<file path="config.mk">
export PLATFORM = sky130hd
export DESIGN_NAME = conv_acc_bank
export DESIGN_NICKNAME = d
export VERILOG_FILES = /design/src/rtl/conv_pkg.sv /design/src/rtl/conv_mac_lane.sv /design/src/rtl/conv_acc_bank.sv
export SDC_FILE = /design/constraint.sdc
export NUM_CORES = 2
export LEC_CHECK = 0
export ABC_AREA = 1
export CORE_ASPECT_RATIO = 1.5
export CORE_MARGIN = 4
export CORE_UTILIZATION = 35
export DETAILED_ROUTE_END_ITERATION = 8
export HOLD_SLACK_MARGIN = 0.08
export PLACE_DENSITY_LB_ADDON = 0.05
export SYNTH_ARGS = -nofsm -noshare
export SYNTH_HDL_FRONTEND = slang
export SYNTH_SLANG_ARGS = --single-unit
export TNS_END_PERCENT = 100
</file>
<file path="constraint.sdc">
create_clock -name sys_clk_i -period 10 [get_ports sys_clk_i]
set_clock_uncertainty 0.2 [all_clocks]
set_input_delay 1 -clock sys_clk_i [delete_from_list [all_inputs] [get_ports sys_clk_i]]
set_output_delay 1 -clock sys_clk_i [all_outputs]
set_load 0.01 [all_outputs]
</file>
<file path="src/rtl/conv_pkg.sv">
// Shared types and helpers for the convolution accumulator bank.
package conv_pkg;

  // Top-level control states: waiting, collecting taps, streaming results out.
  typedef enum logic [1:0] {
    ST_IDLE  = 2'd0,
    ST_ACC   = 2'd1,
    ST_DRAIN = 2'd2
  } conv_state_t;

  // Widest value the saturation helper works on; accumulators must fit in it.
  localparam int SAT_WIDE_W = 64;

  // Address width for a table of 'depth' entries, never narrower than one bit.
  function automatic int addr_w(input int depth);
    return (depth > 1) ? $clog2(depth) : 1;
  endfunction

  // Clamp a sign-extended accumulator sum into the signed range of out_w bits.
  // With sat_en low the value passes through and the caller keeps the low bits.
  function automatic logic signed [SAT_WIDE_W-1:0] sat_s(
    input logic signed [SAT_WIDE_W-1:0] value,
    input int                           out_w,
    input logic                         sat_en
  );
    logic signed [SAT_WIDE_W-1:0] hi_lim;
    logic signed [SAT_WIDE_W-1:0] lo_lim;
    hi_lim = (64'sd1 <<< (out_w - 1)) - 64'sd1;
    lo_lim = -(64'sd1 <<< (out_w - 1));
    sat_s  = value;
    if (sat_en) begin
      if (value > hi_lim) begin
        sat_s = hi_lim;
      end else if (value < lo_lim) begin
        sat_s = lo_lim;
      end
    end
  endfunction

endpackage

</file>
<file path="src/rtl/conv_mac_lane.sv">
// One output channel: signed multiply-accumulate over KER_N taps, then bias add
// and saturation/wrap. The result is combinational so the owner can store it on
// the same edge that accepts the final tap of a position.
module conv_mac_lane
  import conv_pkg::*;
#(
  parameter int DATA_W = 8,
  parameter int ACC_W  = 24,
  parameter int OUT_W  = 16,
  parameter int SAT_EN = 1
) (
  input  logic                     clk,
  input  logic                     srst,
  input  logic                     clr,
  input  logic                     en,
  input  logic                     last,
  input  logic signed [DATA_W-1:0] img,
  input  logic signed [DATA_W-1:0] wei,
  input  logic signed [DATA_W-1:0] bias,
  output logic signed [OUT_W-1:0]  res
);

  logic signed [ACC_W-1:0]      acc_reg;
  logic signed [2*DATA_W-1:0]   prod;
  logic signed [ACC_W-1:0]      prod_ext;
  logic signed [ACC_W-1:0]      bias_ext;
  logic signed [ACC_W-1:0]      sum;
  logic signed [SAT_WIDE_W-1:0] sum_wide;
  logic signed [SAT_WIDE_W-1:0] sat_wide;

  // Full-precision product, position sum including bias, and output folding.
  always_comb begin
    prod     = (2*DATA_W)'(img) * (2*DATA_W)'(wei);
    prod_ext = ACC_W'(prod);
    bias_ext = ACC_W'(bias);
    sum      = acc_reg + prod_ext + bias_ext;
    sum_wide = SAT_WIDE_W'(sum);
    sat_wide = sat_s(sum_wide, OUT_W, SAT_EN != 0);
    res      = sat_wide[OUT_W-1:0];
  end

  // Accumulate on every accepted tap; the last tap of a position restarts at zero.
  always_ff @(posedge clk) begin
    if (srst || clr) begin
      acc_reg <= '0;
    end else if (en) begin
      acc_reg <= last ? '0 : acc_reg + prod_ext;
    end
  end

endmodule

</file>
<file path="src/rtl/conv_acc_bank.sv">
// Multi-channel convolution result collector: CH MAC lanes fill a result buffer
// position by position, then the buffer is streamed out as a valid/ready drain.
module conv_acc_bank
  import conv_pkg::*;
#(
  parameter int DATA_W = 8,
  parameter int CH     = 2,
  parameter int KER_N  = 4,
  parameter int RES_W  = 3,
  parameter int RES_H  = 3,
  parameter int ACC_W  = 24,
  parameter int OUT_W  = 16,
  parameter int SAT_EN = 1
) (
  input  logic                                     sys_clk_i,
  input  logic                                     sys_rst_i,
  input  logic                                     start_i,
  input  logic                                     pix_valid_i,
  output logic                                     pix_ready_o,
  input  logic [DATA_W-1:0]                        img_i,
  input  logic [CH*DATA_W-1:0]                     wei_i,
  input  logic [CH*DATA_W-1:0]                     bias_i,
  output logic                                     rd_valid_o,
  input  logic                                     rd_ready_i,
  output logic [CH*OUT_W-1:0]                      rd_data_o,
  output logic [addr_w(RES_W*RES_H)-1:0]           rd_addr_o,
  output logic                                     busy_o,
  output logic                                     done_o
);

  localparam int RES_N  = RES_W * RES_H;
  localparam int ADDR_W = addr_w(RES_N);
  localparam int TAP_W  = addr_w(KER_N);

  // Accumulator must hold KER_N full products plus a bias without overflow.
  if (ACC_W < 2*DATA_W + $clog2(KER_N) + 1) begin : g_acc_w_check
    $error("conv_acc_bank: ACC_W too narrow for DATA_W and KER_N");
  end
  if (ACC_W > SAT_WIDE_W) begin : g_acc_w_max_check
    $error("conv_acc_bank: ACC_W exceeds saturation helper width");
  end

  conv_state_t           state_reg;
  logic [TAP_W-1:0]      tap_cnt_reg;
  logic [ADDR_W-1:0]     pos_cnt_reg;
  logic                  rd_valid_reg;
  logic [ADDR_W-1:0]     rd_addr_reg;
  logic [CH*OUT_W-1:0]   rd_data_reg;
  logic                  done_reg;
  logic [CH*OUT_W-1:0]   mem [RES_N];

  logic                  accept;
  logic                  last_tap;
  logic                  last_pos;
  logic                  wr_en;
  logic [CH*OUT_W-1:0]   lane_res;
  logic                  drain_accept;
  logic                  drain_last;
  logic [ADDR_W-1:0]     rd_raddr;
  logic [CH*OUT_W-1:0]   rd_rdata;

  assign accept       = pix_valid_i && (state_reg == ST_ACC);
  assign last_tap     = (tap_cnt_reg == TAP_W'(KER_N - 1));
  assign last_pos     = (pos_cnt_reg == ADDR_W'(RES_N - 1));
  assign wr_en        = accept && last_tap && !start_i;
  assign drain_accept = rd_valid_reg && rd_ready_i;
  assign drain_last   = (rd_addr_reg == ADDR_W'(RES_N - 1));

  // Next buffer address to read: beat 0 when a drain begins, else the following beat.
  // A same-edge write to that address is forwarded so a one-entry map still works.
  always_comb begin
    rd_raddr = (state_reg == ST_ACC) ? '0 : rd_addr_reg + 1'b1;
    rd_rdata = (wr_en && (pos_cnt_reg == rd_raddr)) ? lane_res : mem[rd_raddr];
  end

  for (genvar gi = 0; gi < CH; gi++) begin : g_lane
    conv_mac_lane #(
      .DATA_W (DATA_W),
      .ACC_W  (ACC_W),
      .OUT_W  (OUT_W),
      .SAT_EN (SAT_EN)
    ) u_lane (
      .clk  (sys_clk_i),
      .srst (sys_rst_i),
      .clr  (start_i),
      .en   (accept),
      .last (last_tap),
      .img  (img_i),
      .wei  (wei_i[gi*DATA_W +: DATA_W]),
      .bias (bias_i[gi*DATA_W +: DATA_W]),
      .res  (lane_res[gi*OUT_W +: OUT_W])
    );
  end

  // Result buffer: one word per position holding every channel's result.
  always_ff @(posedge sys_clk_i) begin
    if (sys_rst_i) begin
      for (int i = 0; i < RES_N; i++) begin
        mem[i] <= '0;
      end
    end else if (wr_en) begin
      mem[pos_cnt_reg] <= lane_res;
    end
  end

  // Control FSM: tap/position counting, drain sequencing, abort on start.
  always_ff @(posedge sys_clk_i) begin
    if (sys_rst_i) begin
      state_reg    <= ST_IDLE;
      tap_cnt_reg  <= '0;
      pos_cnt_reg  <= '0;
      rd_valid_reg <= 1'b0;
      rd_addr_reg  <= '0;
      rd_data_reg  <= '0;
      done_reg     <= 1'b0;
    end else begin
      // The final beat's done pulse survives a coincident restart.
      done_reg <= drain_accept && drain_last;
      if (start_i) begin
        state_reg    <= ST_ACC;
        tap_cnt_reg  <= '0;
        pos_cnt_reg  <= '0;
        rd_valid_reg <= 1'b0;
      end else begin
        case (state_reg)
          ST_IDLE: begin
          end
          ST_ACC: begin
            if (accept) begin
              if (last_tap) begin
                tap_cnt_reg <= '0;
                if (last_pos) begin
                  state_reg    <= ST_DRAIN;
                  pos_cnt_reg  <= '0;
                  rd_valid_reg <= 1'b1;
                  rd_addr_reg  <= '0;
                  rd_data_reg  <= rd_rdata;
                end else begin
                  pos_cnt_reg <= pos_cnt_reg + 1'b1;
                end
              end else begin
                tap_cnt_reg <= tap_cnt_reg + 1'b1;
              end
            end
          end
          ST_DRAIN: begin
            if (drain_accept) begin
              if (drain_last) begin
                state_reg    <= ST_IDLE;
                rd_valid_reg <= 1'b0;
              end else begin
                rd_addr_reg <= rd_addr_reg + 1'b1;
                rd_data_reg <= rd_rdata;
              end
            end
          end
          default: state_reg <= ST_IDLE;
        endcase
      end
    end
  end

  assign pix_ready_o = (state_reg == ST_ACC);
  assign busy_o      = (state_reg != ST_IDLE);
  assign rd_valid_o  = rd_valid_reg;
  assign rd_addr_o   = rd_addr_reg;
  assign rd_data_o   = rd_data_reg;
  assign done_o      = done_reg;

endmodule

</file>
==> summary.txt <==
Final worst setup slack: 1.283 ns
Final Max Slew Viols: 0
Setup Viol. Count Final: 0
Worst-Margin Slew: 1.015 ns
Worst path required time: 10.11 ns
Place WS: 0.6320 ns
First-pass GRT wire length: 184800 um
Slew margin rel.: 0.3228
Max FO, Critical Path: 12
Outcome: finished, final reports clean
Mux contribution to synthesized area: 0
Yosys Warn Count: 0
DR DRC count: 0
Synth Area in Adders: 0.1353
# nets final: 4654
Cell count after synthesis: 4294
Post-CTS sizing: 0
Largest register FFs: 512
Met3 routed WL: 3780 um
Max-cap violations: 0
Top-area cell type share of the netlist area: 0.4024
Antenna violations before repair: 0
Max layer used: met4
Final Critical Period: 8.717 ns
Setup TNS: 0 ns
Main synth FF type: edfxtp_1
Clk buf depth: 3
Initial core utilization: 0.3521
Seq/Total Area, Yosys: 0.4517
Clock Tree Root: clkbuf_16
Setup crit end kind: register
Hold/Removal Path Class: register to register
Hold Fails Final Rpt: 0
Drt wl/cell: 21.22 um
Peak Freq: 0.1147 GHz
CP most frequent cell: nand2_1
Share of layout cells above drive strength 1: 0.07572
Num CTS Buffers: 67
Worst hold slack: 0.2603 ns
DP HPWL: 79610 um
Largest net degree at the start of global routing: 152
Synth top cells by count: 682 x nand2_1, 597 x inv_1, 512 x edfxtp_1
DRT iter0 DRCs: 1723
Die W: 277.8 um
Die ar.: 0.1146 mm2
WL final: 122400 um
Die Ht: 412.6 um
Crit path arrival time: 8.83 ns
Main combinational cell family by area after synthesis: compound AO/OA/AOI/OAI gates
H-tree depth: 3
Wl on met1: 50020 um
Worst-path clk slew: 0.06 ns
Mean cell area of the mapped netlist: 8.897 um2
Number of synthesized flops with an enable pin: 512
Port-buffer cells: 84
Area leader, netlist: edfxtp_1
Leading post-synthesis cells by cell area: edfxtp_1 40%, fa_1 8.4%, nand2_1 6.7%, inv_1 5.9%, a21oi_1 5.4%
Critical path's slowest cell: fa_1
Syn_nets: 4656
Synth Cell Area: 0.03820 mm2
Io pins: 85
Most common cell in the netlist: nand2_1
Ys async rst share: 0
Xor/xnor cell area share of the yosys netlist: 0.01490
Vias in the first global route: 30040
Drt first pass iters: 5
Antenna-violating nets left: 0
Setup crit start kind: input port
Total clock sinks: 606
FP Rows: 148
Vias/cell: 5.119
R2R Setup Slk: 5.44 ns
Critical path type: input port to register
Core Area: 0.1085 mm2
RSZ-0062 raised after global routing: false
Number of antenna diodes: 0
Yosys reg bits: 606
CTS tree: done
Post-CTS Setup Bufs: 0
GP Congestion: 0.8342
Met2 wire len: 65290 um
Final Cycle Share: 0.8717
Area Overhead vs Synth: 12.10%
Post-cts hold buffer count: 0
CP peak stage delay: 0.74 ns
Synth unique cells: 51
Clk_lat worst skew: 0.64 ns
Total grt overflow: 0
Via Count: 29540
Post-Synth Simple-Gate Area: 0.1508
Synth Area in Compound Gates: 0.1604
Total GRT Usage: 0.2104
-- area by class of cell --
class	instances	area, um2
timing repair buffer	150	1469
fill	11200	65690
clock inverter	36	372.9
tap	1425	1783
inverter	608	2290
clock buffer	86	1863
multi-input combinational	2859	17790
sequential	606	17260
-- cell families (layout without fill, tap and decap cells) --
family	after synthesis	in the layout
and+or+nand+nor	1407	1407
AOI/OAI and AO/OA	1073	1073
buffers and inverters	829	880
DFF	606	606
adders and majority gates	317	317
xor gates and xnor gates	62	62
-- critical path, delay by kind of cell --
kind | cells | cell delay (ns)
AND/OR/NAND/NOR | 10 | 2.03
AO/OA/AOI/OAI | 5 | 0.98
XOR/XNOR | 1 | 0.15
buffers and inverters | 6 | 1.11
adder cells (fa/ha/maj) | 7 | 3.51
-- through the flow --
stage / instances / area (um2) / utilization
floorplan: 4294 / 38200 / -
global placement: 5648 / 40590 / 0.3741
detailed placement: 5648 / 40590 / 0.3741
CTS: 5770 / 42830 / 0.3947
global route: 5770 / 42830 / 0.3947
finish: 5770 / 42830 / 0.3947
-- metal layers --
| metal | GRT usage | vias to the layer above |
|---|---|---|
| met4 | 0.06199 | 0 |
| met5 | 0 | - |
| met1 | 0.2473 | 14560 |
| li1 | - | 14350 |
| met2 | 0.4025 | 486 |
| met3 | 0.02215 | 149 |
-- layout by cell type (no fill, tap or decap), types with 9 or more instances in the layout --
cell type        Yosys  routed
nor2_1             496     487
o21ai_1             32      32
inv_2                9       9
o21bai_1            14      14
buf_12               1      11
o211ai_1           131     131
a21o_1              13      13
nor3_1              29      29
fa_1               160     160
nand4_1             18      18
nand3b_1             9       9
nand2_2             17      31
o22ai_1             32      32
a21oi_1            410     410
clkdlybuf4s50_1      0      83
clkbuf_16            0      71
buf_4                2      55
nand2_1            682     665
dfxtp_1             94      94
or2_2               15      15
edfxtp_1           512     512
clkbuf_1           165      12
nand2_4             10      11
clkinv_1             1       9
o21ai_0            348     348
a21oi_2             65      65
ha_1               157     157
xor2_1              42      42
clkinv_2             0      14
nand3_1            114     112
inv_1              597     596
xnor2_1             18      18
nor2_4               2      10
-- worst paths after layout --
check | start | depth (start not counted) | end
hold reg to reg | rd_data_o[16]$_SDFFE_PP0P_ | 2 | rd_data_o[16]$_SDFFE_PP0P_
hold / removal | rd_data_o[16]$_SDFFE_PP0P_ | 2 | rd_data_o[16]$_SDFFE_PP0P_
setup reg to reg | g_lane[0].u_lane.acc_reg[1]$_SDFFE_PP0P_ | 17 | mem[12][2]$_DFFE_PP_
setup / recovery | img_i[7] | 29 | mem[12][2]$_DFFE_PP_
Power is not shown: default switching activity piles up to over one toggle a cycle in this logic, so the estimate is an artifact.
